$ cat src/rtl/cross_switch_nxn.sv
// N x N crossbar with one registered slot and a round-robin arbiter per output; words with an out-of-range destination are dropped and counted.
// Latency is 1 cycle in to out; in_ready drops while the target slot is full and unread.
module cross_switch_nxn #(
    parameter int WIDTH = 8,
    parameter int N     = 4,
    parameter int SELW  = 2,
    parameter int CNTW  = 16
) (
    input  logic                clk,
    input  logic                rst_n,
    input  logic [N*WIDTH-1:0]  in_data,
    input  logic [N*SELW-1:0]   in_dest,
    input  logic [N-1:0]        in_valid,
    output logic [N-1:0]        in_ready,
    output logic [N*WIDTH-1:0]  out_data,
    output logic [N-1:0]        out_valid,
    input  logic [N-1:0]        out_ready,
    output logic [CNTW-1:0]     drop_cnt
);

    logic [N-1:0][WIDTH-1:0] out_data_q, out_data_d;
    logic [N-1:0]            out_valid_q, out_valid_d;
    logic [N-1:0][SELW-1:0]  ptr_q, ptr_d;
    logic [CNTW-1:0]         drop_cnt_q, drop_cnt_d;

    logic [N-1:0]            can_load;
    logic [N-1:0]            grant_vld;
    logic [N-1:0][SELW-1:0]  grant_idx;
    logic [N-1:0]            drop;
    logic [CNTW+4:0]         drop_sum;

    assign can_load = ~out_valid_q | out_ready;

    always_comb begin
        int idx;
        idx       = 0;
        grant_vld = '0;
        grant_idx = '0;
        for (int j = 0; j < N; j++) begin
            for (int k = 0; k < N; k++) begin
                idx = int'(ptr_q[j]) + k;
                if (idx >= N) idx = idx - N;
                if (!grant_vld[j] && in_valid[idx] && (int'(in_dest[idx*SELW +: SELW]) == j)) begin
                    grant_vld[j] = 1'b1;
                    grant_idx[j] = SELW'(idx);
                end
            end
        end
    end

    // rst_n masks every handshake so nothing is accepted while in reset.
    always_comb begin
        int dst;
        dst      = 0;
        in_ready = '0;
        drop     = '0;
        for (int i = 0; i < N; i++) begin
            dst = int'(in_dest[i*SELW +: SELW]);
            if (dst >= N) begin
                drop[i]     = in_valid[i] && rst_n;
                in_ready[i] = in_valid[i] && rst_n;
            end else begin
                for (int j = 0; j < N; j++) begin
                    if (dst == j) begin
                        in_ready[i] = rst_n && grant_vld[j] && can_load[j]
                                      && (int'(grant_idx[j]) == i);
                    end
                end
            end
        end
    end

    always_comb begin
        out_data_d  = out_data_q;
        out_valid_d = out_valid_q;
        ptr_d       = ptr_q;
        for (int j = 0; j < N; j++) begin
            if (can_load[j]) begin
                if (grant_vld[j]) begin
                    out_data_d[j]  = in_data[int'(grant_idx[j])*WIDTH +: WIDTH];
                    out_valid_d[j] = 1'b1;
                    ptr_d[j]       = (int'(grant_idx[j]) == N-1) ? '0 : grant_idx[j] + 1'b1;
                end else begin
                    out_valid_d[j] = 1'b0;
                end
            end
        end
    end

    // Extra headroom bits let the sum overshoot before saturating.
    always_comb begin
        drop_sum = {5'd0, drop_cnt_q};
        for (int i = 0; i < N; i++) begin
            drop_sum = drop_sum + (CNTW+5)'(drop[i]);
        end
        drop_cnt_d = (drop_sum > {5'd0, {CNTW{1'b1}}}) ? {CNTW{1'b1}} : drop_sum[CNTW-1:0];
    end

    always_ff @(posedge clk or negedge rst_n) begin
        if (!rst_n) begin
            out_data_q  <= '0;
            out_valid_q <= '0;
            ptr_q       <= '0;
            drop_cnt_q  <= '0;
        end else begin
            out_data_q  <= out_data_d;
            out_valid_q <= out_valid_d;
            ptr_q       <= ptr_d;
            drop_cnt_q  <= drop_cnt_d;
        end
    end

    assign out_data  = out_data_q;
    assign out_valid = out_valid_q;
    assign drop_cnt  = drop_cnt_q;

endmodule

$ cat config.mk
export PLATFORM = sky130hd
export DESIGN_NAME = cross_switch_nxn
export DESIGN_NICKNAME = d
export VERILOG_FILES = /design/src/rtl/cross_switch_nxn.sv
export SDC_FILE = /design/constraint.sdc
export NUM_CORES = 1
export LEC_CHECK = 0
export ABC_AREA = 1
export CORE_MARGIN = 1.5
export CORE_UTILIZATION = 30
export DETAILED_ROUTE_END_ITERATION = 8
export GPL_TIMING_DRIVEN = 0
export PLACE_DENSITY_LB_ADDON = 0.15
export SYNTH_ARGS = -nofsm -noshare
export SYNTH_HDL_FRONTEND = slang
export SYNTH_SLANG_ARGS = --single-unit
$ cat constraint.sdc
create_clock -name clk -period 5.9 [get_ports clk]
set_input_delay 1.18 -clock clk [delete_from_list [all_inputs] [get_ports clk]]
set_output_delay 1.18 -clock clk [all_outputs]
set_load 0.03 [all_outputs]
# Yosys cells after proc, flatten, opt, wreduce, memory -nomap -nowiden

Index checks and enable logic that the tools add are counted.

Word-level logic and storage cells: 336
Register bits after elaboration: 45
Input bits: 50
Output and inout bits: 56

Reductions and logical operators: 80
Order comparisons: 33
Muxes and demuxes: 120
Add/subtract/negate cells: 32
Bitwise operators: 2
Equal/unequal tests: 36
Shift-type cells: 20

Operators by type and width:

| operator                                                           | number |
|---|---|
| less-than comparator 32 x 4 -> 1 bit (second input constant)       | 16 |
| 2-to-1 mux 32 bit                                                  | 16 |
| indexed part select 8 x 32 -> 2 bit                                | 16 |
| indexed part select 32 x 6 -> 8 bit                                | 4 |
| 2-to-1 mux 1 bit                                                   | 68 |
| logical AND 1 bit                                                  | 52 |
| equality test 2 bit (second input constant)                        | 24 |
| subtractor 3 x 3 -> 4 bit (second input constant)                  | 12 |
| 2-to-1 mux 2 bit                                                   | 20 |
| greater-or-equal comparator 3 bit (second input constant)          | 12 |
| binary-select mux 1 bit (select 2 bit)                             | 16 |
| adder 2 x 2 -> 3 bit (second input constant)                       | 8 |
| equality test 2 x 1 -> 1 bit (second input constant)               | 12 |
| logical NOT 2 bit                                                  | 12 |
| greater-than comparator 16 bit (second input constant)             | 1 |
| subtractor 2 x 3 -> 4 bit (second input constant)                  | 4 |
| adder 2 x 1 -> 3 bit (second input constant)                       | 4 |
| greater-or-equal comparator 2 x 3 -> 1 bit (second input constant) | 4 |
| logical NOT 1 bit                                                  | 12 |
| adder 2 x 1 -> 2 bit (second input constant)                       | 4 |
| AND reduction 2 bit                                                | 4 |
| NOT 4 bit                                                          | 1 |
| OR 4 bit                                                           | 1 |

# Logic depth before layout (Yosys ltp)

Gate-level depths: netlist (run 1).

Word-level depth: 26
Gate-level depth with buffers: 21
Depth with buffers taken out: 19

# Least setup slack after synthesis (run 1)

Ideal clock, no wire load.

Path type: input to output
From: input in_dest[3]
To: output in_ready[1]
Data required time: 4.720 ns
Cell stages on the path: 18
Arrival time: 3.040 ns
Slack: 1.680 ns
Path buffers: 2
Cells stage by stage: buf_2 > nor2_2 > nand3_1 > nand2_1 > nand2_1 > nand2_2 > inv_2 > a21oi_2 > nand2_4 > nand2_4 > buf_8 > inv_1 > ha_1 > nor3b_1 > nand2_1 > nand2_1 > inv_1 > nand2_1

Cells in the longest elaborated chain, start to end: 23
Elaborated cells between the ends (all ways): 128
Those cells by class: eq/ne: 19; shift: 16; mux: 36; reduce/logical: 57

Ends and longest elaborated chain:

| item                                | RTL line | source |
|---|---|---|
| start, declared                     | 12       | `input logic [N*SELW-1:0] in_dest,` |
| indexed part select 8 x 32 -> 2 bit | 43       | `if (!grant_vld[j] && in_valid[idx] && (int'(in_dest[idx*SELW +: SELW]) == j)) begin` |
| logical NOT 2 bit                   | 43       |  |
| logical AND 1 bit                   | 43       |  |
| 2-to-1 mux 1 bit                    | 43       |  |
| logical NOT 1 bit                   | 43       |  |
| logical AND 1 bit (2 in a row)      | 43       |  |
| 2-to-1 mux 1 bit                    | 43       |  |
| logical NOT 1 bit                   | 43       |  |
| logical AND 1 bit (2 in a row)      | 43       |  |
| 2-to-1 mux 1 bit                    | 43       |  |
| logical NOT 1 bit                   | 43       |  |
| logical AND 1 bit (2 in a row)      | 43       |  |
| 2-to-1 mux 1 bit                    | 43       |  |
| logical AND 1 bit (2 in a row)      | 65       | `in_ready[i] = rst_n && grant_vld[j] && can_load[j]` |
| logical AND 1 bit                   | 66       | `&& (int'(grant_idx[j]) == i);` |
| 2-to-1 mux 1 bit (3 in a row)       | 64       | `if (dst == j) begin` |
| 2-to-1 mux 1 bit *                  | 64       |  |
| end, declared                       | 14       | `output logic [N-1:0] in_ready,` |

Mark *: on every way between the ends. The rest lies on a longest branch, timed or not.

# Final worst setup path (run 1)

From: input in_dest[5]
To: output in_ready[0]

The elaborated chain is that of the path after synthesis.

==> results of run 1 <==
state kept, by name (all words and copies together), names as in the netlist:
name,cells
out_valid,4
out_data,32
ptr_q,8
placed cells by master (no fill, tap or decap), types with 7 or more instances in the layout:
master	n
nand2_1	324
nand3_1	166
inv_1	81
clkdlybuf4s50_1	79
nor2_1	50
dfrtp_1	44
ha_1	34
buf_4	26
nand2_2	25
inv_2	23
nand4_1	18
conb_1	16
buf_2	11
o21ai_1	11
nand3b_1	9
nand2_4	7
path summary, 6_finish.rpt:
check	from	to	slack, ps	cells past startpoint
worst max-delay path	in_dest[5]	in_ready[0]	300	20
worst min-delay path	out_data[7]	out_data[7]	480	2
worst max register to register	ptr_q[7]	ptr_q[7]	3110	13
worst min register to register	out_data[7]	out_data[7]	480	2
max in group asynchronous	rst_n	out_data[31]	4500	2
min in group asynchronous	rst_n	out_data[23]	850	1
layer usage:
layer / up-vias / share of wire / global-route usage
li1: 2928 / - / -
met1: 2593 / 0.46 / 0.270
met2: 163 / 0.46 / 0.325
met3: 27 / 0.053 / 0.0229
met4: 0 / 0.025 / 0.0639
met5: - / 0 / 0
cell families (layout without fill, tap and decap cells):
family,count (synthesis),count (layout),share of synthesized area
fa+ha+maj,34,34,0.0819
flops,44,44,0.212
compound gates,23,23,0.0236
other cells,1,16,0.000722
simple gates,617,617,0.544
buf+inv,148,241,0.138
timing repair:
| item | CTS | global route |
|---|---|---|
| endpoints found under the hold margin | 0 | 0 |
| resized for setup | 0 | 5 |
| setup endpoints to repair | 0 | 3 |
cell type report:
type / instances / area, sq um / area share
plain buffers: 42 / 317 / 0.0481
clock buffers: 5 / 125 / 0.0190
clock inverters: 2 / 60.1 / 0.00912
inverters: 106 / 398 / 0.0604
multi-input cells: 690 / 3430 / 0.521
flip-flops and latches: 44 / 1100 / 0.167
well taps: 220 / 275 / 0.0418
repair buffers: 86 / 878 / 0.133
metrics by stage:
step | std cells | setup slack (ps) | TNS (ps)
final | 1195 | 300 | 0
after global routing | 1195 | 3.53 | 0
after CTS | 1195 | 224 | 0
after detailed placement | 1188 | 222 | 0
after global placement | 1187 | -505 | -1940
after floorplan | 882 | 1680 | 0
critical path: cells and delay by family:
family | cells | cell delay [ps]
compound gates | 1 | 180
buf+inv | 5 | 1600
fa+ha+maj | 1 | 170
simple gates | 13 | 1260
==> impl_metrics.json, run 1 <==
{
  "status": "finished clean",
  "grt_overflow_total": 0,
  "initial_core_util": 0.310,
  "fmax_ghz": 0.179,
  "critical_path_class": "in -> out",
  "post-cts-setup-buffers": 0,
  "synth.largest_area_cell": "nand2_1",
  "synth_area_leaders": "nand2_1, dfrtp_1, nand3_1",
  "cp_slowest_cell": "clkdlybuf4s50_1",
  "timing.critical_path.mode_cell": "nand2_1",
  "setup_viol": 0,
  "layout-drive-gt1-share": 0.126,
  "grt_usage": 0.197,
  "wire_per_inst_um": 14.5,
  "drtAntennaViolNets": 0,
  "synth.most_common_cell": "nand2_1",
  "dr_total_vias": 5711,
  "utilization": 0.393,
  "hold_ws_ps": 477,
  "required_ps": 4720,
  "grt_pass1_wl_um": 28000,
  "synth_cell_types": 30,
  "postPlaceCellArea_sq_mm": 0.00639,
  "synth.top_cells.by_count": "nand2_1, nand3_1, inv_1, nor2_1, dfrtp_1",
  "first_iter_violations": 348,
  "cts_buffers": 5,
  "die_w_um": 135,
  "diodes": 0,
  "synthCells": 867,
  "grt_pass1_vias": 5413,
  "ys.flop_type": "dfrtp_1",
  "crit_path_start_kind": "input port",
  "dieArea_sq_mm": 0.0181,
  "synth_area_per_cell_sq_um": 5.99,
  "port_buffers": 85,
  "cp_max_fo": 11,
  "end_kind": "output port",
  "netlist_area_sq_mm": 0.00519,
  "synth_seq_cells": 44,
  "final_cell_area_sq_mm": 0.00659,
  "wl_um": 17300,
  "tightestPinTransition_ps": 512,
  "crit_path_cell_trace": "clkdlybuf4s50_1 -> nand2_1 -> clkinv_1 -> nand2_1 -> nand2_1 -> nand2_1 -> nand2_1 -> a21oi_1 -> nand3_1 -> nand2_1 -> nand2_2 -> inv_2 -> ha_1 -> inv_1 -> nor2_1 -> nand4_1 -> nand2_1 -> nand2_1 -> nand2_1 -> clkdlybuf4s50_1",
  "die_h_um": 135,
  "area_growth_pct": 26.9,
  "fillers": 1872,
  "rows": 47,
  "min_path_type": "reg -> reg",
  "ys_warn_count": 0,
  "gp_congestion": 0.903,
  "clk_latency_ps": 300,
  "cts_root_buf": "clkbuf_16",
  "htree_levels": 2,
  "core_sq_mm": 0.0168,
  "cts_tree": "built",
  "synth-seq-area-share": 0.212,
  "fin_crit_ps": 5600,
  "cts_buffer_depth": 2,
  "synth.top_cell.area_share": 0.234,
  "relSlewSlack": 0.658,
  "finClkSkew_ps": 5.51,
  "drt_pass1_iterations": 5,
  "maxCapViolations": 0,
  "grt_max_degree": 32,
  "slew_viol_final": 0,
  "path_clk_slew_ps": 60,
  "drc": 0,
  "viasPerCell": 4.78,
  "worstPathArrival_ps": 4420,
  "antenna_found_initial": 0,
  "rsz0062_at_grt": "false",
  "clock-sinks": 44,
  "synth-edff-count": 0,
  "cts-hold-fix-buffers": 0,
  "cpPeakStageDelay_ps": 670,
  "min_period_over_period": 0.949,
  "layout.nets": 1059,
  "async_flop_share": 1.00,
  "ios": 106,
  "dp_hpwl_um": 13800,
  "finalHoldViolations": 0
}
Power of run 1 is not shown: default switching activity piles up to over one toggle a cycle in this logic, so the estimate is an artifact.
==> run 2: changes to the inputs <==
--- a/config.mk
+++ b/config.mk
@@ -8,9 +8,9 @@
 export ABC_AREA = 1
 export CORE_MARGIN = 1.5
 export CORE_UTILIZATION = 30
+export CTS_CLUSTER_DIAMETER = 150
 export DETAILED_ROUTE_END_ITERATION = 8
 export GPL_TIMING_DRIVEN = 0
-export PLACE_DENSITY_LB_ADDON = 0.15
 export SYNTH_ARGS = -nofsm -noshare
 export SYNTH_HDL_FRONTEND = slang
 export SYNTH_SLANG_ARGS = --single-unit
==> run 2 against run 1 <==
Against the previous run:
- register-to-register slack gained 20 ps
- worst hold slack is essentially flat
- routed wire length shrank 2.9%
- via count grew 2.6%
- non-clock buffer count is the same
- sequential cell count is the same
- core utilization shrank 0.060 points
- first-iteration DRC count grew 5.7%
==> impl_metrics.json, run 2 (same netlist as run 1, synthesis figures left out) <==
{
  "status": "finished clean",
  "drc": 0,
  "required_ps": 4720,
  "min_period_over_period": 0.953,
  "wl_um": 16800,
  "crit_path_start_kind": "input port",
  "layout.nets": 1059,
  "cp_max_fo": 11,
  "multi_input_area_sq_mm": 0.00343,
  "rsz0062_at_grt": "false",
  "finalHoldViolations": 0,
  "core_sq_mm": 0.0168,
  "viasPerCell": 4.90,
  "fmax_ghz": 0.178,
  "dp_hpwl_um": 13400,
  "utilization": 0.392,
  "fin_crit_ps": 5620,
  "rows": 47,
  "tightestPinTransition_ps": 550,
  "setup_viol": 0,
  "grt_overflow_total": 0,
  "dr_total_vias": 5857,
  "cts_tree": "built",
  "grt_usage": 0.191,
  "cts_root_buf": "clkbuf_16",
  "htree_levels": 2,
  "end_kind": "output port",
  "maxCapViolations": 0,
  "grt_pass1_wl_um": 27400,
  "cts_buffer_depth": 2,
  "final_cell_area_sq_mm": 0.00658,
  "path_clk_slew_ps": 60,
  "clock-sinks": 44,
  "final_common_cell": "nand2_1",
  "clk_latency_ps": 290,
  "die_h_um": 135,
  "area_growth_pct": 26.7,
  "gp_congestion": 0.919,
  "diodes": 0,
  "fillers": 1792,
  "antenna_found_initial": 0,
  "min_path_type": "reg -> reg",
  "cts-hold-fix-buffers": 0,
  "finClkSkew_ps": 3.45,
  "ios": 106,
  "initial_core_util": 0.310,
  "postPlaceCellArea_sq_mm": 0.00639,
  "port_buffers": 85,
  "wire_per_inst_um": 14.1,
  "largest_register_ffs": 32,
  "critical_path_class": "in -> out",
  "grt_max_degree": 30,
  "worstPathArrival_ps": 4440,
  "drtAntennaViolNets": 0,
  "cts_buffers": 5,
  "grt_pass1_vias": 5460,
  "drt_pass1_iterations": 6,
  "seqCellArea_sq_mm": 0.00110,
  "final_cell_mix": "nand2_1, nand3_1, clkdlybuf4s50_1, inv_1, nor2_1",
  "slew_viol_final": 0,
  "layout-drive-gt1-share": 0.126,
  "first_iter_violations": 368,
  "relSlewSlack": 0.633,
  "dieArea_sq_mm": 0.0181,
  "die_w_um": 135
}
## run 2: cell count changes in the layout (fill, tap and decap cells not counted), sizes merged
cell,change
clkdlybuf4s50,+4
dlymetal6s2s,-4
## run 2: critical path: stages
cell	delay, ps
clkdlybuf4s50_1	630
nand2_1	120
clkinv_1	110
nand2_1	90
nand3_1	90
nand3_1	160
inv_1	140
a21oi_2	70
nand2_2	180
nand2_4	120
buf_6	170
inv_1	140
ha_1	170
nand2_1	50
inv_1	50
nand2_1	50
nand2_1	90
nand2_1	60
nand2_1	100
clkdlybuf4s50_1	670
## run 2: area by class of cell
class / count / area share
well taps: 220 / 0.0419
flip-flops and latches: 44 / 0.167
clock buffers: 5 / 0.0190
clock inverters: 2 / 0.00913
plain buffers: 42 / 0.0481
repair buffers: 86 / 0.132
inverters: 106 / 0.0605
multi-input cells: 690 / 0.522
## run 2: per-stage QoR
| step | TNS, ps | worst slack [ps] | hold slack, ps | instances |
|---|---|---|---|---|
| 4_1_cts | 0 | 283 | 482 | 1195 |
| 2_1_floorplan | 0 | 1680 | 655 | 882 |
| 6_report | 0 | 278 | 477 | 1195 |
| 3_3_place_gp | -1510 | -400 | 465 | 1187 |
| 5_1_grt | 0 | 0.867 | 492 | 1195 |
| 3_5_place_dp | 0 | 299 | 465 | 1188 |
## run 2: worst paths after layout
check,startpoint,endpoint,slack [ps],cells past startpoint
max reg2reg,ptr_q[7],ptr_q[7],3130,13
max in group asynchronous,rst_n,ptr_q[1],4480,2
min reg2reg,out_data[22],out_data[22],480,2
min,out_data[22],out_data[22],480,2
max,in_dest[5],in_ready[1],280,20
min in group asynchronous,rst_n,out_data[19],860,1
## run 2: routing by layer
layer / global-route usage / vias to the layer above / share of wire
met5: 0 / - / 0
met4: 0.0621 / 0 / 0.021
met3: 0.0214 / 21 / 0.061
met2: 0.309 / 219 / 0.46
met1: 0.265 / 2699 / 0.46
li1: - / 2918 / -
## run 2: repair_timing
action | CTS | global route
endpoints found under the setup margin | 0 | 1
setup buffers | 0 | 0
resized for setup | 0 | 1
Power of run 2 is left out for the same reason.
==> run 3: changes to the inputs <==
--- a/config.mk
+++ b/config.mk
@@ -7,10 +7,11 @@
 export LEC_CHECK = 0
 export ABC_AREA = 1
 export CORE_MARGIN = 1.5
-export CORE_UTILIZATION = 30
+export CORE_UTILIZATION = 57
 export CTS_CLUSTER_DIAMETER = 150
 export DETAILED_ROUTE_END_ITERATION = 8
 export GPL_TIMING_DRIVEN = 0
+export PLACE_DENSITY_LB_ADDON = 0.05
 export SYNTH_ARGS = -nofsm -noshare
 export SYNTH_HDL_FRONTEND = slang
 export SYNTH_SLANG_ARGS = --single-unit
==> constraint.sdc (replaced) <==
create_clock -name clk -period 5.9 [get_ports clk]
set_input_delay 0.59 -clock clk [delete_from_list [all_inputs] [get_ports clk]]
set_output_delay 0.59 -clock clk [all_outputs]
set_load 0.03 [all_outputs]
==> run 3 against run 2 <==
Against the previous run:
- sequential share of layout area increased by 0.53 points
- die area is 46% lower
- count of clock-buffer cells in the layout up 2
- first-iteration DRC count grew 28%
- core utilization rose by 34 points
- routed wire length increased by 1.4%
- worst hold slack worse by 350 ps
- cell area down 3.1%
- critical path type unchanged
- largest cell class unchanged
==> impl_metrics.json, run 3 (same netlist as run 1, synthesis figures left out) <==
{
  "critical_path_class": "in -> out",
  "dp_hpwl_um": 13300,
  "clock-sinks": 44,
  "fmax_ghz": 0.221,
  "finalHoldViolations": 0,
  "cts-hold-fix-buffers": 0,
  "required_ps": 5310,
  "cts_buffers": 5,
  "fin_crit_ps": 4520,
  "status": "finished clean",
  "cts_root_buf": "clkbuf_8",
  "multi_input_area_sq_mm": 0.00343,
  "antenna_found_initial": 0,
  "crit_path_start_kind": "input port",
  "finClkSkew_ps": 10.0,
  "setup_viol": 0,
  "grt_max_degree": 43,
  "drtAntennaViolNets": 0,
  "maxCapViolations": 0,
  "fillers": 750,
  "min_period_over_period": 0.766,
  "ios": 106,
  "r2r-end": "ptr_q[7]",
  "reg2reg_from": "ptr_q[7]",
  "rsz0062_at_grt": "false",
  "dieArea_sq_mm": 0.00969,
  "htree_levels": 2,
  "layout-drive-gt1-share": 0.127,
  "initial_core_util": 0.592,
  "first_iter_violations": 471,
  "drc": 0,
  "min_path_type": "in -> async",
  "wl_um": 17000,
  "grt_pass1_wl_um": 27800,
  "wire_per_inst_um": 15.7,
  "grt_usage": 0.352,
  "gp_congestion": 0.998,
  "viasPerCell": 5.72,
  "rows": 34,
  "cp_max_fo": 11,
  "cts_buffer_depth": 2,
  "diodes": 0,
  "clk_latency_ps": 310,
  "drt_pass1_iterations": 5,
  "die_h_um": 98.4,
  "layout.nets": 1059,
  "r2r_slack_ps": 3090,
  "reg2regPathDepth": 13,
  "tns_ps": 0,
  "seqCellArea_sq_mm": 0.00110,
  "worstPathArrival_ps": 3930,
  "slew_viol_final": 0,
  "post-cts-setup-buffers": 0,
  "path_clk_slew_ps": 90,
  "cts_tree": "built",
  "ctsResizeCount": 0,
  "area_growth_pct": 22.8,
  "core_sq_mm": 0.00876,
  "grt_overflow_total": 0,
  "largest_register_ffs": 32,
  "die_w_um": 98.4,
  "grt_pass1_vias": 6169,
  "final_common_cell": "nand2_1",
  "end_kind": "output port",
  "port_buffers": 85,
  "final_cell_mix": "nand2_1, nand3_1, clkdlybuf4s50_1, inv_1, nor2_1",
  "dr_total_vias": 6205
}
==> run 3: cell count changes in the layout (fill, tap and decap cells not counted), sizes merged <==
cell           before  now
clkdlybuf4s50      83   84
clkbuf              5    7
dlymetal6s2s        1    0
bufinv              2    1
==> run 3: how the worst max path moves through the flow <==
stage	cells past startpoint	end	from
2_1_floorplan	18	in_ready[1]	in_dest[3]
3_3_place_gp	8	in_ready[2]	rst_n
3_5_place_dp	22	in_ready[3]	in_dest[1]
4_1_cts	22	in_ready[3]	in_dest[1]
5_1_grt	20	in_ready[0]	in_dest[5]
6_report	22	in_ready[3]	in_dest[1]
==> run 3: metrics by stage <==
stage          hold slack (ps)  instance area [sq um]  std cells  utilization  setup slack [ps]
6_report                   129                   6370       1084        0.727              1380
3_5_place_dp               469                   6250       1076        0.713              1480
4_1_cts                    144                   6370       1084        0.727              1460
3_3_place_gp               464                   6230       1075        0.711              1040
2_1_floorplan              294                   5250        882            -              2860
5_1_grt                    155                   6370       1084        0.727              1160
==> run 3: routing by layer <==
layer	global-route usage	part of all wire	vias to the layer above
met4	0.195	0.057	0
met3	0.0362	0.090	92
met2	0.620	0.48	365
met5	0	0	-
met1	0.418	0.37	2827
li1	-	-	2921
==> run 3: area by class of cell <==
cell class / count / share of cell area
Sequential cell: 44 / 0.173
Clock inverter: 1 / 0.00471
Clock buffer: 7 / 0.0151
Buffer: 42 / 0.0497
Multi-Input combinational cell: 690 / 0.538
Timing Repair Buffer: 86 / 0.136
Tap cell: 108 / 0.0212
Inverter: 106 / 0.0624
==> run 3: critical path: stages <==
cell             delay [ps]
clkdlybuf4s50_1         650
inv_2                   140
nor2_1                  110
nand2_1                  50
nand2_1                 110
nand2_1                  70
nand2_1                 130
inv_2                    40
nor2_1                  120
nor2_1                   80
nand2_4                 150
nand2_4                 120
buf_6                   170
inv_1                   100
ha_1                    150
inv_1                    40
nor2_1                   80
nand4_1                 140
nand2_1                 100
nand2_1                  50
nand2_1                  70
clkdlybuf4s50_1         660
Power of run 3 is left out for the same reason.
